**src/rtl/sgpio_tx_multi_if.sv**
```systemverilog
// SGPIO transmitter bundle: host-side status inputs, serial link outputs and frame status.
// The master modport is the transmitter; the slave modport is whatever drives and observes it.
interface sgpio_tx_multi_if #(
    parameter int NUM_DRV = 36
);
    logic               EN;
    logic [NUM_DRV-1:0] DRV_ACT;
    logic [NUM_DRV-1:0] DRV_LOC;
    logic [NUM_DRV-1:0] DRV_FLT;
    logic [3:0]         VENDOR;
    logic               SGPIO_CK;
    logic               SGPIO_LD;
    logic               SGPIO_DATA;
    logic               BUSY;
    logic               FRAME_DONE;
    logic [7:0]         FRAME_CNT;

    modport master (
        input  EN, DRV_ACT, DRV_LOC, DRV_FLT, VENDOR,
        output SGPIO_CK, SGPIO_LD, SGPIO_DATA, BUSY, FRAME_DONE, FRAME_CNT
    );

    modport slave (
        output EN, DRV_ACT, DRV_LOC, DRV_FLT, VENDOR,
        input  SGPIO_CK, SGPIO_LD, SGPIO_DATA, BUSY, FRAME_DONE, FRAME_CNT
    );
endinterface

```
**src/rtl/sgpio_tx_multi.sv**
```systemverilog
// SGPIO transmitter: serialises per-drive ACT/LOC/FLT plus vendor bits on SGPIO_LD.
//   state   | meaning
//   S_IDLE  | link quiet, CK/LD/DATA low, waiting for EN
//   S_SHIFT | frame in progress, one slot per 2*CLK_DIV cycles
module sgpio_tx_multi #(
    parameter int NUM_DRV      = 36,
    parameter int BITS_PER_DRV = 3,
    parameter int CLK_DIV      = 50
) (
    input  logic             SYSCLK,
    input  logic             RESET,
    sgpio_tx_multi_if.master bus
);

    localparam int N      = NUM_DRV * BITS_PER_DRV;
    localparam int DIV_W  = (CLK_DIV > 1) ? $clog2(CLK_DIV) : 1;
    localparam int SLOT_W = $clog2(N);
    localparam logic [DIV_W-1:0]  DIV_LAST  = DIV_W'(CLK_DIV - 1);
    localparam logic [SLOT_W-1:0] SLOT_LAST = SLOT_W'(N - 1);

    if (N < 5 || BITS_PER_DRV < 1 || BITS_PER_DRV > 3 || CLK_DIV < 1) begin : g_cfg_err
        $error("sgpio_tx_multi: unsupported parameter set");
    end

    typedef enum logic {S_IDLE = 1'b0, S_SHIFT = 1'b1} state_t;

    state_t              state_q, state_d;
    logic [DIV_W-1:0]    div_q, div_d;
    logic [SLOT_W-1:0]   slot_q, slot_d;
    logic                ck_q, ck_d;
    logic                ld_q, ld_d;
    logic                data_q, data_d;
    logic                busy_q, busy_d;
    logic                frame_done_q, frame_done_d;
    logic [7:0]          frame_cnt_q, frame_cnt_d;
    logic [N-1:0]        data_sr_q, data_sr_d;
    logic [N-1:0]        ld_sr_q, ld_sr_d;
    logic [NUM_DRV-1:0]  act_sticky_q, act_sticky_d;

    logic [NUM_DRV-1:0]  act_eff;
    logic [N-1:0]        frame_vec;
    logic [N-1:0]        ld_vec;
    logic                start;

    assign act_eff = act_sticky_q | bus.DRV_ACT;
    assign ld_vec  = N'({bus.VENDOR, 1'b1});

    for (genvar k = 0; k < N; k++) begin : g_slot
        localparam int DRV = k / BITS_PER_DRV;
        localparam int BIT = k % BITS_PER_DRV;
        if (BIT == 0) begin : g_act
            assign frame_vec[k] = act_eff[DRV];
        end else if (BIT == 1) begin : g_loc
            assign frame_vec[k] = bus.DRV_LOC[DRV];
        end else begin : g_flt
            assign frame_vec[k] = bus.DRV_FLT[DRV];
        end
    end

    always_comb begin
        state_d      = state_q;
        div_d        = div_q;
        slot_d       = slot_q;
        ck_d         = ck_q;
        ld_d         = ld_q;
        data_d       = data_q;
        busy_d       = busy_q;
        frame_done_d = 1'b0;
        frame_cnt_d  = frame_cnt_q;
        data_sr_d    = data_sr_q;
        ld_sr_d      = ld_sr_q;
        act_sticky_d = act_eff;
        start        = 1'b0;

        case (state_q)
            S_IDLE: begin
                if (bus.EN) start = 1'b1;
            end
            S_SHIFT: begin
                if (div_q != '0) begin
                    div_d = div_q - DIV_W'(1);
                end else begin
                    div_d = DIV_LAST;
                    if (!ck_q) begin
                        ck_d = 1'b1;
                    end else begin
                        ck_d = 1'b0;
                        if (slot_q == SLOT_LAST) begin
                            frame_done_d = 1'b1;
                            frame_cnt_d  = frame_cnt_q + 8'd1;
                            if (bus.EN) begin
                                start = 1'b1;
                            end else begin
                                state_d = S_IDLE;
                                div_d   = '0;
                                slot_d  = '0;
                                ld_d    = 1'b0;
                                data_d  = 1'b0;
                                busy_d  = 1'b0;
                            end
                        end else begin
                            slot_d    = slot_q + SLOT_W'(1);
                            data_d    = data_sr_q[0];
                            ld_d      = ld_sr_q[0];
                            data_sr_d = data_sr_q >> 1;
                            ld_sr_d   = ld_sr_q >> 1;
                        end
                    end
                end
            end
            default: state_d = S_IDLE;
        endcase

        // Snapshot: whole frame latched at once, sticky ACT restarts from this cycle's input.
        if (start) begin
            state_d      = S_SHIFT;
            busy_d       = 1'b1;
            ck_d         = 1'b0;
            div_d        = DIV_LAST;
            slot_d       = '0;
            data_d       = frame_vec[0];
            ld_d         = ld_vec[0];
            data_sr_d    = frame_vec >> 1;
            ld_sr_d      = ld_vec >> 1;
            act_sticky_d = bus.DRV_ACT;
        end
    end

    always_ff @(posedge SYSCLK) begin
        if (RESET) begin
            state_q      <= S_IDLE;
            div_q        <= '0;
            slot_q       <= '0;
            ck_q         <= 1'b0;
            ld_q         <= 1'b0;
            data_q       <= 1'b0;
            busy_q       <= 1'b0;
            frame_done_q <= 1'b0;
            frame_cnt_q  <= 8'd0;
            data_sr_q    <= '0;
            ld_sr_q      <= '0;
            act_sticky_q <= '0;
        end else begin
            state_q      <= state_d;
            div_q        <= div_d;
            slot_q       <= slot_d;
            ck_q         <= ck_d;
            ld_q         <= ld_d;
            data_q       <= data_d;
            busy_q       <= busy_d;
            frame_done_q <= frame_done_d;
            frame_cnt_q  <= frame_cnt_d;
            data_sr_q    <= data_sr_d;
            ld_sr_q      <= ld_sr_d;
            act_sticky_q <= act_sticky_d;
        end
    end

    assign bus.SGPIO_CK   = ck_q;
    assign bus.SGPIO_LD   = ld_q;
    assign bus.SGPIO_DATA = data_q;
    assign bus.BUSY       = busy_q;
    assign bus.FRAME_DONE = frame_done_q;
    assign bus.FRAME_CNT  = frame_cnt_q;

endmodule

```
**src/flat_wrapper.sv**
```systemverilog
// flat-port wrapper written by rule: the top's interface ports become plain ports
module sgpio_tx_multi_flat 
#(
    parameter int NUM_DRV      = 36,
    parameter int BITS_PER_DRV = 3,
    parameter int CLK_DIV      = 50
)
  (SYSCLK, RESET, bus_EN, bus_DRV_ACT, bus_DRV_LOC, bus_DRV_FLT, bus_VENDOR, bus_SGPIO_CK, bus_SGPIO_LD, bus_SGPIO_DATA, bus_BUSY, bus_FRAME_DONE, bus_FRAME_CNT);
  sgpio_tx_multi_if #(.NUM_DRV(NUM_DRV)) bus_i ();
  input  logic SYSCLK;
  input  logic RESET;
  input wire logic [$bits(bus_i.EN)-1:0] bus_EN;
  input wire logic [$bits(bus_i.DRV_ACT)-1:0] bus_DRV_ACT;
  input wire logic [$bits(bus_i.DRV_LOC)-1:0] bus_DRV_LOC;
  input wire logic [$bits(bus_i.DRV_FLT)-1:0] bus_DRV_FLT;
  input wire logic [$bits(bus_i.VENDOR)-1:0] bus_VENDOR;
  output wire logic [$bits(bus_i.SGPIO_CK)-1:0] bus_SGPIO_CK;
  output wire logic [$bits(bus_i.SGPIO_LD)-1:0] bus_SGPIO_LD;
  output wire logic [$bits(bus_i.SGPIO_DATA)-1:0] bus_SGPIO_DATA;
  output wire logic [$bits(bus_i.BUSY)-1:0] bus_BUSY;
  output wire logic [$bits(bus_i.FRAME_DONE)-1:0] bus_FRAME_DONE;
  output wire logic [$bits(bus_i.FRAME_CNT)-1:0] bus_FRAME_CNT;
  assign bus_i.EN = bus_EN;
  assign bus_i.DRV_ACT = bus_DRV_ACT;
  assign bus_i.DRV_LOC = bus_DRV_LOC;
  assign bus_i.DRV_FLT = bus_DRV_FLT;
  assign bus_i.VENDOR = bus_VENDOR;
  assign bus_SGPIO_CK = bus_i.SGPIO_CK;
  assign bus_SGPIO_LD = bus_i.SGPIO_LD;
  assign bus_SGPIO_DATA = bus_i.SGPIO_DATA;
  assign bus_BUSY = bus_i.BUSY;
  assign bus_FRAME_DONE = bus_i.FRAME_DONE;
  assign bus_FRAME_CNT = bus_i.FRAME_CNT;
  sgpio_tx_multi #(.NUM_DRV(NUM_DRV), .BITS_PER_DRV(BITS_PER_DRV), .CLK_DIV(CLK_DIV)) u_core (.SYSCLK(SYSCLK), .RESET(RESET), .bus(bus_i));
endmodule
```
**config.mk**
```make
export PLATFORM = sky130hd
export DESIGN_NAME = sgpio_tx_multi_flat
export DESIGN_NICKNAME = d
export VERILOG_FILES = /design/src/rtl/sgpio_tx_multi_if.sv /design/src/rtl/sgpio_tx_multi.sv /design/src/flat_wrapper.sv
export SDC_FILE = /design/constraint.sdc
export NUM_CORES = 1
export LEC_CHECK = 0
export ABC_AREA = 0
export CAP_MARGIN = 10
export CORE_UTILIZATION = 60
export CTS_CLUSTER_DIAMETER = 80
export DETAILED_ROUTE_END_ITERATION = 7
export DONT_BUFFER_PORTS = 1
export GPL_TIMING_DRIVEN = 1
export PLACE_DENSITY_LB_ADDON = 0.25
export REMOVE_ABC_BUFFERS = 1
export SETUP_SLACK_MARGIN = 0.15
export SLEW_MARGIN = 10
export SYNTH_ARGS = -nofsm -noshare
export SYNTH_HDL_FRONTEND = slang
export SYNTH_SLANG_ARGS = --single-unit
export TNS_END_PERCENT = 10
```
**constraint.sdc**
```tcl
create_clock -name SYSCLK -period 5.2 [get_ports SYSCLK]
set_clock_uncertainty 0.1 [all_clocks]
set_input_delay 0.78 -clock SYSCLK [delete_from_list [all_inputs] [get_ports SYSCLK]]
set_output_delay 0.78 -clock SYSCLK [all_outputs]
set_load 0.03 [all_outputs]
```
==> flow_metrics.py <==
metrics = {
    "pwr": {
        "power_density_nw_per_um2": 403,
        "vdd_drop_max_uv": 400,
        "leakagePower_uw": 0.00301,
        "fin_total_pwr_uw": 3090,
    },
    "route": {
        "routed-via-count": 6133,
        "drc": 0,
        "ant_nets": 0,
        "vias_per_cell": 6.15,
        "routed_wl_um": 16700,
        "drtIter0Drc": 566,
        "drt-wirelength-per-cell_um": 16.7,
        "drtPass1Iterations": 5,
    },
    "placed_design": {
        "dp_hpwl_um": 9780,
        "gp_congestion": 0.790,
        "place_ws_ns": 1.85,
        "post_dp_cell_area_um2": 7060,
        "place.port_buffers": 0,
    },
    "run_status": {
        "outcome": "finished, final reports clean",
    },
    "timing": {
        "max_freq_mhz": 294,
        "post-route-min-period_ns": 3.40,
        "final_max_slew_viol_count": 0,
        "fin_setup_tns_ns": 0,
        "grt_setup_unrepaired": "no",
        "fin_crit_sh_pct": 65.4,
        "tightestPinTransition_ns": 1.14,
        "setup_ws_ns": 1.80,
        "setup_viol": 0,
        "maxSlewHeadroom_pct": 24.3,
        "hold_viol_final": 0,
    },
    "flow_run": {
        "max-cap-violations": 0,
    },
    "synthesis": {
        "syn_area_per_cell_um2": 8.00,
        "synth_fa_ha_area_share_pct": 0.704,
        "synth_top_flop_cell": "dfxtp_1",
        "synth-compound-area-share_pct": 14.9,
        "synthXorXnorAreaFrac_pct": 1.72,
        "synth-simple-area-share_pct": 29.1,
        "synthTopCellsByArea": "dfxtp_1 (49%), nor2_1 (15%), nor4_1 (6.6%)",
        "yosysTopAreaCell": "dfxtp_1",
        "synthCells": 889,
        "synth_mux_area_share_pct": 0,
        "ys_seq_elements": 174,
        "async_flop_share_pct": 0,
        "synth_cell_types": 42,
        "synth_edf_count": 0,
        "synth_area_um2": 7110,
        "yosysSeqAreaShare_pct": 49.0,
        "synth_top_area_share_pct": 49.0,
        "yosysWarningCount": 0,
        "synth_top_family_by_area": "simple AND/OR/NAND/NOR gates",
    },
    "floorplan": {
        "io_pins": 128,
        "dieHeight_um": 111,
        "coreArea_um2": 11500,
        "dieArea_um2": 12300,
        "start_util_pct": 62.0,
        "die_width_um": 111,
        "core.rowCount": 39,
    },
    "min_path": {
        "min-delay-start": "RESET",
        "worstHoldPathType": "primary input to flop",
    },
    "critical_path": {
        "endpoint_kind": "flop",
        "worstSetupStartpoint": "u_core.bus.SGPIO_CK",
        "cp_max_fo": 50,
        "arrival_ns": 3.63,
        "r2r-start": "u_core.bus.SGPIO_CK",
        "start_kind": "flop",
        "worstSetupPathType": "flop to flop",
        "required_ns": 5.43,
    },
    "global_routing": {
        "grt_pass1_vias": 5919,
        "gr-max-usage-layer": "met2",
        "use_met2_pct": 46.1,
        "grt_pass1_wl_um": 27600,
        "grt_use_total_pct": 27.8,
        "gr-usage-met3_pct": 7.27,
        "met1_usage_pct": 34.4,
        "grt_max_degree": 168,
        "antenna_found_initial": 0,
        "gr-total-overflow": 0,
    },
    "final_layout": {
        "layout-drive-gt1-share_pct": 5.39,
        "antenna_cells": 0,
        "fillers": 960,
        "finalInstanceArea_um2": 7660,
        "final_util_pct": 66.8,
        "nets": 961,
        "multi_input_area_um2": 3330,
        "syn_to_final_growth_pct": 7.74,
        "regArea_um2": 3480,
    },
    "clock_network": {
        "clk_pin_slew_worst_paths_ns": 0.06,
        "cts_setup_buffers": 0,
        "insertion_delay_ns": 0.43,
        "cts-buffers-inserted": 17,
        "ctsHoldBuffers": 0,
        "cts_tree": "yes",
        "htree_levels": 4,
        "cts.sinks": 174,
        "cts_resized": 0,
        "ctsRootBufferMaster": "clkbuf_16",
        "clock_path_buffers": 2,
    },
}
==> metal layers <==
layer | vias to the layer above | share of wire, %
li1 | 3011 | -
met5 | - | 0
met2 | 204 | 48
met1 | 2887 | 44
met4 | 0 | 1.9
met3 | 31 | 6.1
==> layout by cell type (no fill, tap or decap), drive strengths merged, types with 4 or more instances in the layout <==
cell type / instances
clkinv: 7
o21ai: 44
nand2: 15
and2: 5
or3: 38
xor2: 9
nor4: 77
nand3: 9
o22ai: 34
clkbuf: 20
inv: 5
ha: 4
nor3: 9
a21oi: 48
a211oi: 36
xnor2: 5
buf: 4
nor2: 281
dfxtp: 174
nand4: 4
==> synthesized netlist by cell type (3+ instances only) <==
cell type / count
and2_1: 5
ha_1: 4
nor4_1: 75
nand3_1: 9
nor3_1: 7
nand4_1: 4
nor2_1: 281
dfxtp_1: 174
nand2_1: 15
buf_2: 14
o21ai_0: 42
xnor2_1: 5
clkbuf_1: 50
nand2b_1: 3
xor2_1: 9
a211oi_1: 36
a21oi_1: 48
or3_1: 38
o22ai_1: 34
buf_4: 5
inv_1: 5
==> per-stage QoR <==
stage / hold WS (ns) / std cells
2_1_floorplan: 0.331 / 819
3_3_place_gp: 0.347 / 966
3_5_place_dp: 0.359 / 966
4_1_cts: 0.314 / 997
5_1_grt: 0.307 / 997
6_report: 0.323 / 997
==> critical path, stage by stage, from the launching register on <==
cell and delay, ns:
dfxtp_1 0.59, nand3b_1 0.31, o21ai_4 0.19, buf_4 0.43
a21boi_4 0.70, buf_4 0.58, nor2_1 0.08, nor4_1 0.27
==> where the power goes <==
part           internal [µW]  switching, µW  total [µW]
clock                    788            511        1300
combinational            115            157         272
sequential              1440           71.8        1520
total                   2350            740        3090
==> area by class of cell <==
type	count	share of cell area, %
well taps	143	2.33
repair buffers	4	0.555
inverters	5	0.245
clock inverters	11	1.83
multi-input cells	640	43.5
flip-flops and latches	174	45.5
clock buffers	20	6.09
==> state kept, by name (all words and copies together), names as in the netlist <==
name / count
u_core.bus.FRAME_CNT: 8
u_core.bus.SGPIO_LD: 1
u_core.bus.BUSY: 1
u_core.ld_sr_q: 4
u_core.state_q: 1
u_core.div_q: 6
u_core.bus.SGPIO_DATA: 1
u_core.slot_q: 7
u_core.data_sr_q: 107
u_core.bus.SGPIO_CK: 1
u_core.bus.FRAME_DONE: 1
u_core.act_sticky_q: 36
==> path summary, 6_finish.rpt <==
kind | endpoint | slack [ns] | depth (start not counted)
worst min-delay path | u_core.act_sticky_q[30] | 0.32 | 1
worst max-delay path | u_core.data_sr_q[48] | 1.80 | 7
worst max register to register | u_core.data_sr_q[48] | 1.80 | 7
worst min register to register | u_core.data_sr_q[59] | 0.37 | 2
==> cells by family after synthesis <==
logic type / Yosys count
and+or+nand+nor: 448
buffers and inverters: 75
adders and majority gates: 4
AOI/OAI and AO/OA: 174
xor gates and xnor gates: 14
DFF: 174
No activity file was read; power rests on OpenSTA's default activity.
